===== src/rtl/pc_trace_uart_sched_if.sv =====
// UART transmit handshake between the PC trace scheduler (master) and the uart (slave).
interface pc_trace_uart_sched_if;
    logic       tx_start;
    logic [7:0] tx_data;
    logic       uart_busy;

    modport master (output tx_start, output tx_data, input uart_busy);
    modport slave  (input tx_start, input tx_data, output uart_busy);
endinterface


===== src/rtl/pc_trace_uart_sched.sv =====
// Queues changed 6502 PC values and streams each one to the uart as four upper-case
// hex digits, optionally followed by CR LF.
module pc_trace_uart_sched #(
    parameter int unsigned DEPTH       = 8,
    parameter bit          EOL_EN      = 1'b1,
    parameter int unsigned ACK_TIMEOUT = 16
) (
    input  logic                         clk,
    input  logic                         reset_n,
    input  logic                         enable,
    input  logic [15:0]                  pc,
    pc_trace_uart_sched_if.master        uart,
    output logic [$clog2(DEPTH):0]       fifo_level,
    output logic [7:0]                   drop_count,
    output logic                         active
);

    localparam int unsigned AW = $clog2(DEPTH);
    localparam int unsigned PW = AW + 1;
    localparam int unsigned TW = (ACK_TIMEOUT > 1) ? $clog2(ACK_TIMEOUT) : 1;
    localparam logic [2:0]  LAST_IDX = EOL_EN ? 3'd5 : 3'd3;

    typedef enum logic [1:0] {StIdle, StSend, StWaitAck, StWaitDone} state_e;

    state_e         state_q, state_d;
    logic [15:0]    mem_q [DEPTH];
    logic [PW-1:0]  wr_ptr_q, rd_ptr_q;
    logic [15:0]    last_pc_q;
    logic [7:0]     drop_q;
    logic [15:0]    word_q, word_d;
    logic [2:0]     idx_q, idx_d;
    logic [TW-1:0]  timer_q, timer_d;
    logic [7:0]     tx_data_q;
    logic [7:0]     cur_char;
    logic           tx_start;
    logic           empty, full, pop, capture, push, drop;

    function automatic logic [7:0] hex_char(input logic [3:0] nib);
        return (nib < 4'd10) ? (8'h30 + {4'h0, nib}) : (8'h37 + {4'h0, nib});
    endfunction

    assign fifo_level = wr_ptr_q - rd_ptr_q;
    assign empty      = (fifo_level == '0);
    assign full       = (fifo_level == PW'(DEPTH));
    assign pop        = (state_q == StIdle) && !empty;
    assign capture    = enable && (pc != last_pc_q);
    // A full FIFO still accepts a push when the head leaves in the same cycle.
    assign push       = capture && (!full || pop);
    assign drop       = capture && !push;

    always_comb begin
        cur_char = 8'h0A;
        case (idx_q)
            3'd0:    cur_char = hex_char(word_q[15:12]);
            3'd1:    cur_char = hex_char(word_q[11:8]);
            3'd2:    cur_char = hex_char(word_q[7:4]);
            3'd3:    cur_char = hex_char(word_q[3:0]);
            3'd4:    cur_char = 8'h0D;
            default: cur_char = 8'h0A;
        endcase
    end

    always_comb begin
        state_d  = state_q;
        word_d   = word_q;
        idx_d    = idx_q;
        timer_d  = timer_q;
        tx_start = 1'b0;
        unique case (state_q)
            StIdle: begin
                if (!empty) begin
                    word_d  = mem_q[rd_ptr_q[AW-1:0]];
                    idx_d   = 3'd0;
                    state_d = StSend;
                end
            end
            StSend: begin
                if (!uart.uart_busy) begin
                    tx_start = 1'b1;
                    timer_d  = '0;
                    state_d  = StWaitAck;
                end
            end
            StWaitAck: begin
                // A uart that never raises busy still lets the line progress.
                if (uart.uart_busy || (timer_q == TW'(ACK_TIMEOUT - 1))) begin
                    state_d = StWaitDone;
                end else begin
                    timer_d = timer_q + TW'(1);
                end
            end
            StWaitDone: begin
                if (!uart.uart_busy) begin
                    if (idx_q == LAST_IDX) begin
                        state_d = StIdle;
                    end else begin
                        idx_d   = idx_q + 3'd1;
                        state_d = StSend;
                    end
                end
            end
        endcase
    end

    always_ff @(posedge clk) begin
        if (!reset_n) begin
            state_q   <= StIdle;
            wr_ptr_q  <= '0;
            rd_ptr_q  <= '0;
            last_pc_q <= 16'h0000;
            drop_q    <= 8'h00;
            word_q    <= 16'h0000;
            idx_q     <= 3'd0;
            timer_q   <= '0;
            tx_data_q <= 8'h00;
        end else begin
            state_q <= state_d;
            word_q  <= word_d;
            idx_q   <= idx_d;
            timer_q <= timer_d;
            if (push) begin
                wr_ptr_q <= wr_ptr_q + PW'(1);
            end
            if (pop) begin
                rd_ptr_q <= rd_ptr_q + PW'(1);
            end
            if (capture) begin
                last_pc_q <= pc;
            end
            if (drop && (drop_q != 8'hFF)) begin
                drop_q <= drop_q + 8'd1;
            end
            if (tx_start) begin
                tx_data_q <= cur_char;
            end
        end
    end

    always_ff @(posedge clk) begin
        if (push) begin
            mem_q[wr_ptr_q[AW-1:0]] <= pc;
        end
    end

    assign uart.tx_start = tx_start;
    assign uart.tx_data  = tx_start ? cur_char : tx_data_q;
    assign drop_count    = drop_q;
    assign active        = (state_q != StIdle);

endmodule


===== src/flat_wrapper.sv =====
// flat-port wrapper written by rule: the top's interface ports become plain ports
module pc_trace_uart_sched_flat 
#(
    parameter int unsigned DEPTH       = 8,
    parameter bit          EOL_EN      = 1'b1,
    parameter int unsigned ACK_TIMEOUT = 16
)
  (clk, reset_n, enable, pc, fifo_level, drop_count, active, uart_tx_start, uart_tx_data, uart_uart_busy);
  pc_trace_uart_sched_if uart_i ();
  input  logic clk;
  input  logic reset_n;
  input  logic enable;
  input  logic [15:0] pc;
  output logic [$clog2(DEPTH):0] fifo_level;
  output logic [7:0] drop_count;
  output logic active;
  output wire logic [$bits(uart_i.tx_start)-1:0] uart_tx_start;
  output wire logic [$bits(uart_i.tx_data)-1:0] uart_tx_data;
  input wire logic [$bits(uart_i.uart_busy)-1:0] uart_uart_busy;
  assign uart_tx_start = uart_i.tx_start;
  assign uart_tx_data = uart_i.tx_data;
  assign uart_i.uart_busy = uart_uart_busy;
  pc_trace_uart_sched #(.DEPTH(DEPTH), .EOL_EN(EOL_EN), .ACK_TIMEOUT(ACK_TIMEOUT)) u_core (.clk(clk), .reset_n(reset_n), .enable(enable), .pc(pc), .uart(uart_i), .fifo_level(fifo_level), .drop_count(drop_count), .active(active));
endmodule

===== config.mk =====
export PLATFORM = sky130hd
export DESIGN_NAME = pc_trace_uart_sched_flat
export DESIGN_NICKNAME = d
export VERILOG_FILES = /design/src/rtl/pc_trace_uart_sched_if.sv /design/src/rtl/pc_trace_uart_sched.sv /design/src/flat_wrapper.sv
export SDC_FILE = /design/constraint.sdc
export NUM_CORES = 1
export LEC_CHECK = 0
export ABC_CLOCK_PERIOD_IN_PS = 8450
export CAP_MARGIN = 20
export CORE_ASPECT_RATIO = 1.25
export CORE_MARGIN = 2
export CORE_UTILIZATION = 60
export DETAILED_ROUTE_END_ITERATION = 8
export PLACE_DENSITY = 0.8
export SETUP_SLACK_MARGIN = 0.1
export SLEW_MARGIN = 30
export SYNTH_ARGS = -nofsm -noshare
export SYNTH_HDL_FRONTEND = slang
export SYNTH_SLANG_ARGS = --single-unit

===== constraint.sdc =====
create_clock -name clk -period 8.45 [get_ports clk]
set_clock_uncertainty 0.1 [all_clocks]
set_input_delay 0.845 -clock clk [delete_from_list [all_inputs] [get_ports clk]]
set_output_delay 0.845 -clock clk [all_outputs]
set_load 0.01 [all_outputs]

# Word level (Yosys, flattened, before mapping)
# Memory sizes are Yosys's and may differ from the RTL's. A register that Yosys moved wholly into a read port is not among the register bits.
# Cells that the tools add are included.
[op_classes]
addsub = 14
magnitude_cmp = 4
eq_ne = 18
muxes = 23
n_bitwise = 1
reduce_logical = 21
[ops]
columns = ["cell", "count"]
rows = [
  ["$add A6 B4 Y7 const A", 8],
  ["$mux W8", 5],
  ["$pmux W8 S5", 1],
  ["$lt A4 B4 Y1 const B", 4],
  ["$ne A16 B16 Y1", 1],
  ["$add A4 B1 Y4 const B", 3],
  ["$ne A2 B2 Y1 const B", 5],
  ["$mux W3", 3],
  ["$add A8 B1 Y8 const B", 1],
  ["$eq A4 B4 Y1 const B", 2],
  ["$mux W2", 4],
  ["$mux W4", 2],
  ["$ne A8 B8 Y1 const B", 1],
  ["$pmux W2 S4", 1],
  ["$pmux W4 S2", 1],
  ["$reduce_and A4 Y1", 2],
  ["$eq A3 B2 Y1 const B", 2],
  ["$eq A3 B3 Y1 const B", 2],
  ["$pmux W3 S2", 1],
  ["$reduce_bool A2 Y1", 3],
  ["$logic_and A1 B1 Y1", 5],
  ["$mux W1", 5],
  ["$eq A2 B2 Y1 const B", 2],
  ["$logic_not A1 Y1", 4],
  ["other kinds (12)", 13],
]
[totals]
regBits = 49
ram_bits = 128
word_cells = 90
mem_count = 1
[memory_table]
columns = ["name", "depth", "width", "rd", "rd_clocked_by_memory_dff", "wr", "line_no", "source"]
rows = [
  ["u_core.mem_q", 8, 16, 1, 1, 1, "pc_trace_uart_sched.sv:26", "logic [15:0] mem_q [DEPTH];"],
]

# Logic depth before layout (Yosys ltp)
[logic_depth]
word_depth = 9
mapped_depth = 11
ltp_nobuf = 9

# Least setup slack after synthesis
# No wires, ideal clock.
[synth_path]
kind = "reg2reg"
start = "reg u_core.rd_ptr_q[1]"
end = "mem u_core.mem_q[3][0] (enable)"
arrival_time_ps = 4013
required_ps = 7914
slack_ps = 3901
stages_incl_launch_ff = 11
path_buffers = 3
period_less_slack_ps = 4549
cell_sequence = "dfxtp_1 > clkbuf_1 > clkbuf_1 > inv_1 > fa_1 > xor2_1 > or4_4 > or3_4 > buf_6 > nand2_1 > nor4b_1"
[synth_between]
elab_chain_cells = 8
word_cells_on_any_way = 10
classes_between = "1 x add/sub; 1 x eq/ne; 2 x mux; 6 x reduce/logical"
[synth_rtl]
columns = ["item", "line_no", "source"]
rows = [
  ["from (decl)", "pc_trace_uart_sched.sv:27", "logic [PW-1:0] wr_ptr_q, rd_ptr_q;"],
  ["from (signal assigned)", "pc_trace_uart_sched.sv:125", "rd_ptr_q <= rd_ptr_q + PW'(1);"],
  ["$sub A4 B4 Y4 (*)", "pc_trace_uart_sched.sv:42", "assign fifo_level = wr_ptr_q - rd_ptr_q;"],
  ["net fifo_level[2]", "flat_wrapper.sv:14", "output logic [$clog2(DEPTH):0] fifo_level;"],
  ["$logic_not A4 Y1", "pc_trace_uart_sched.sv:43", "assign empty = (fifo_level == '0);"],
  ["$logic_not A1 Y1", "pc_trace_uart_sched.sv:45", "assign pop = (state_q == StIdle) && !empty;"],
  ["$logic_and A1 B1 Y1", "pc_trace_uart_sched.sv:45", ""],
  ["$logic_or A1 B1 Y1 (*)", "pc_trace_uart_sched.sv:48", "assign push = capture && (!full || pop);"],
  ["$logic_and A1 B1 Y1 (*)", "pc_trace_uart_sched.sv:48", ""],
  ["$mux W1 (*)", "pc_trace_uart_sched.sv:140", "if (push) begin"],
  ["$mux W1 (implied by the code) (*)", "pc_trace_uart_sched.sv:141", "mem_q[wr_ptr_q[AW-1:0]] <= pc;"],
  ["to (decl)", "pc_trace_uart_sched.sv:26", ""],
]
# Mark *: on every way through the listed nets, which the timed path passes. The rest lies on a longest branch.

# Worst setup path in the final report
[layout_path]
start = "reg u_core.rd_ptr_q[2]"
end = "out fifo_level[3]"
[layout_between]
elab_chain_cells = 1
[layout_rtl]
columns = ["item", "line_no"]
rows = [
  ["$sub A4 B4 Y4", "pc_trace_uart_sched.sv:42"],
  ["to (decl)", "flat_wrapper.sv:14"],
]
# No other way between the ends.

==> metrics.md <==
| Metric | Value |
|---|---|
| Outcome | `finished clean` |
| Clock Tree Root | `clkbuf_16` |
| Hold_buf cts | `0` |
| Final setup vio count | `0` |
| Critical path class | `register to output pin` |
| LEAKAGE | `approximately 3.3 nW` |
| Ant diodes | `0` |
| Distinct cells, synth | `60` |
| Pwr Density | `between 200 and 300 nW/µm²` |
| Global route total overflow | `0` |
| Synth warnings | `0` |
| CTS tree | `yes` |
| Die X | `around 110 µm` |
| Critical Path AT | `between 3 and 4 ns` |
| Commonest non-fill, non-tap cell in the layout | `edfxtp_1` |
| Clock buffer depth | `2` |
| Final WL | `18.5 mm` |
| Clock Latency Late Sink | `~0.43 ns` |
| Storage element area | `approximately 5100 µm²` |
| Tmin final | `approximately 4.3 ns` |
| Postcts setup bufs | `0` |
| Mapped Area | `~8500 µm²` |
| Initial antenna violation count | `0` |
| CTS buffer count | `17` |
| PnR worst setup slack | `between 4 and 5 ns` |
| Avg Cell Area, Syn | `around 13 µm²` |
| Fmax | `roughly 0.23 GHz` |
| Footprint of the multi-input gates | `roughly 3200 µm²` |
| Yosys top cell area share | `about 45%` |
| 1st-iter DRT viols | `406` |
| Critical Path Source Type | `register` |
| Cell taking the most area after synthesis | `edfxtp_1` |
| Placer Congestion | `around 0.85` |
| Crit end category | `output pin` |
| Worst Path Max Fanout | `19` |
| Area grow syn2layout | `14.2%` |
| Top cells by area, synth | `edfxtp_1 45%, dfxtp_1 15%, mux4_2 8.5%` |
| Synth async-reset ratio | `0%` |
| Worst-Margin Slew | `0.986 ns` |
| Vias in the first global route | `5,480` |
| Pre-CTS setup slack | `about 4.3 ns` |
| Largest net degree at the start of global routing | `46` |
| Core Footprint | `approximately 14,000 µm²` |
| Max H-tree Level | `4` |
| Gate Count Post-Synth | `~660` |
| Row count | `48` |
| Worst vdd ir | `approximately 0.24 mV` |
| Vias per std cell | `around 6.2` |
| Net Count, Synth | `just over 700` |
| Seq/Total Area, Yosys | `between 60 and 70%` |
| Tot GR Track Use | `25.3%` |
| DRC | `0` |
| Period utilization | `between 50% and 60%` |
| First-pass GRT wire length | `between 20 and 30 mm` |
| Post-synth EDFFs | `~130` |
| Worst min path class | `register to register` |
| Primary FF master, synth | `edfxtp_1` |
| Final hold vios | `0` |
| Relative slew slack | `about a third` |
| CP required | `roughly 7.5 ns` |
| Post-route ant nets | `0` |
| Detailed placement HPWL | `approximately 12 mm` |
| RSZ-0062 raised after global routing | `false` |
| Post-CTS resize count | `0` |
| Number of synthesized register bits | `193` |
| Most frequent cells in the layout | `128 x edfxtp_1, 102 x nand2_1, 64 x dfxtp_1` |
| Fillers | `~940` |
| Detailed-route via count | `5,533` |
| NumNets Final | `between 700 and 800` |
| CTS Sinks | `between 150 and 200` |
| Layout cells sized above 1 | `between 10% and 20%` |
| Die area | `between 15,000 and 20,000 µm²` |
| Max Cap Violations | `0` |
| DR WL/cell | `approximately 21 µm` |
| Number of port buffers | `41` |
| Detailed Routing Iterations Pass 1 | `5` |
| Slew Viols, Final | `0` |
| Io pins | `42` |
| Die height | `about 140 µm` |
| Clock Pin Slew Worst Setup and Hold Paths | `0.07 ns` |
| Starting density of the core | `just over 60%` |
| Total negative setup slack | `0 ns` |
==> stage by stage <==
stage	instance area, µm²	utilization, %	power (mW)	cells	hold WS, ns
finish	9720	70.3	2.74	889	0.370
floorplan	8510	-	1.73	664	0.344
global route	9720	70.3	2.87	889	0.398
CTS	9690	70.2	2.74	887	0.371
detailed placement	9110	66.0	1.97	855	0.362
global placement	9110	66.0	1.93	855	0.353
==> logic make-up (layout without fill, tap and decap cells) <==
group	Yosys count	count (layout)	share of synthesized area, %
AO/OA/AOI/OAI	108	108	8.54
XOR/XNOR	25	25	2.57
adder cells (fa/ha/maj)	22	22	3.32
buffers and inverters	58	108	2.81
flip-flops	193	193	60.5
multiplexers	45	45	10.0
AND/OR/NAND/NOR	213	213	12.3
==> report_power, final <==
| part | internal, mW | switching, mW | leakage [nW] |
|---|---|---|---|
| Sequential | 1.09 | 0.0715 | 1.70 |
| Combinational | 0.357 | 0.435 | 1.36 |
| Clock | 0.418 | 0.364 | 0.284 |
==> cells in the mapped netlist, drive strengths merged, types with 3 or more instances <==
library cell and count:
nor3 4, nand2 102, a41oi 3, a22oi 4
o211ai 5, o31ai 3, and4b 4, edfxtp 128
nand3 10, clkbuf 26, or3 3, a21boi 4
nor2b 7, a31oi 4, nand2b 11, dfxtp 65
o22ai 3, and2 6, nor4 7, a311oi 16
nor2 32, ha 21, o21a 3, mux2i 13
o21ai 21, and3 5, inv 21, buf 9
a21oi 33, nand4 7, xnor2 23, mux4 32
nand3b 3
==> per-layer routing <==
layer / track usage (%) / wire (µm) / vias to the layer above
li1: - / - / 2548
met1: 30.0 / 7270 / 2743
met2: 45.1 / 9790 / 201
met3: 5.71 / 1010 / 41
met4: 10.0 / 443 / 0
met5: 0 / 0 / -
==> worst paths after layout <==
path                  startpoint             endpoint  slack (ns)  depth (start not counted)
min          u_core.last_pc_q[2]  u_core.last_pc_q[2]        0.37                          2
max reg2reg   u_core.rd_ptr_q[2]   u_core.mem_q[6][2]        4.32                          7
min reg2reg  u_core.last_pc_q[2]  u_core.last_pc_q[2]        0.37                          2
max           u_core.rd_ptr_q[2]        fifo_level[3]        4.16                          6
==> worst max-delay path: stages, from the launching register on <==
cell and delay, ns:
dfxtp_1 0.69, clkinv_1 0.56, ha_1 0.51, a21oi_1 0.27
a21oi_1 0.16, nor2_1 0.16, clkdlybuf4s50_1 0.56
==> sequential cells by signal (all words and copies together), names as in the netlist <==
name / count
u_core.drop_count: 8
u_core.idx_q: 3
u_core.last_pc_q: 16
u_core.mem_q: 128
u_core.rd_ptr_q: 4
u_core.state_q: 2
u_core.timer_q: 4
u_core.tx_data_q: 8
u_core.word_q: 16
u_core.wr_ptr_q: 4
==> layout make-up <==
class | count | area share (%)
Sequential cell | 193 | 53.0
Multi-Input combinational cell | 413 | 32.7
Inverter | 22 | 0.850
Timing Repair Buffer | 54 | 5.31
Clock inverter | 14 | 1.55
Tap cell | 175 | 2.25
Clock buffer | 18 | 4.42
Note: power is estimated with default switching activity, not from simulation.
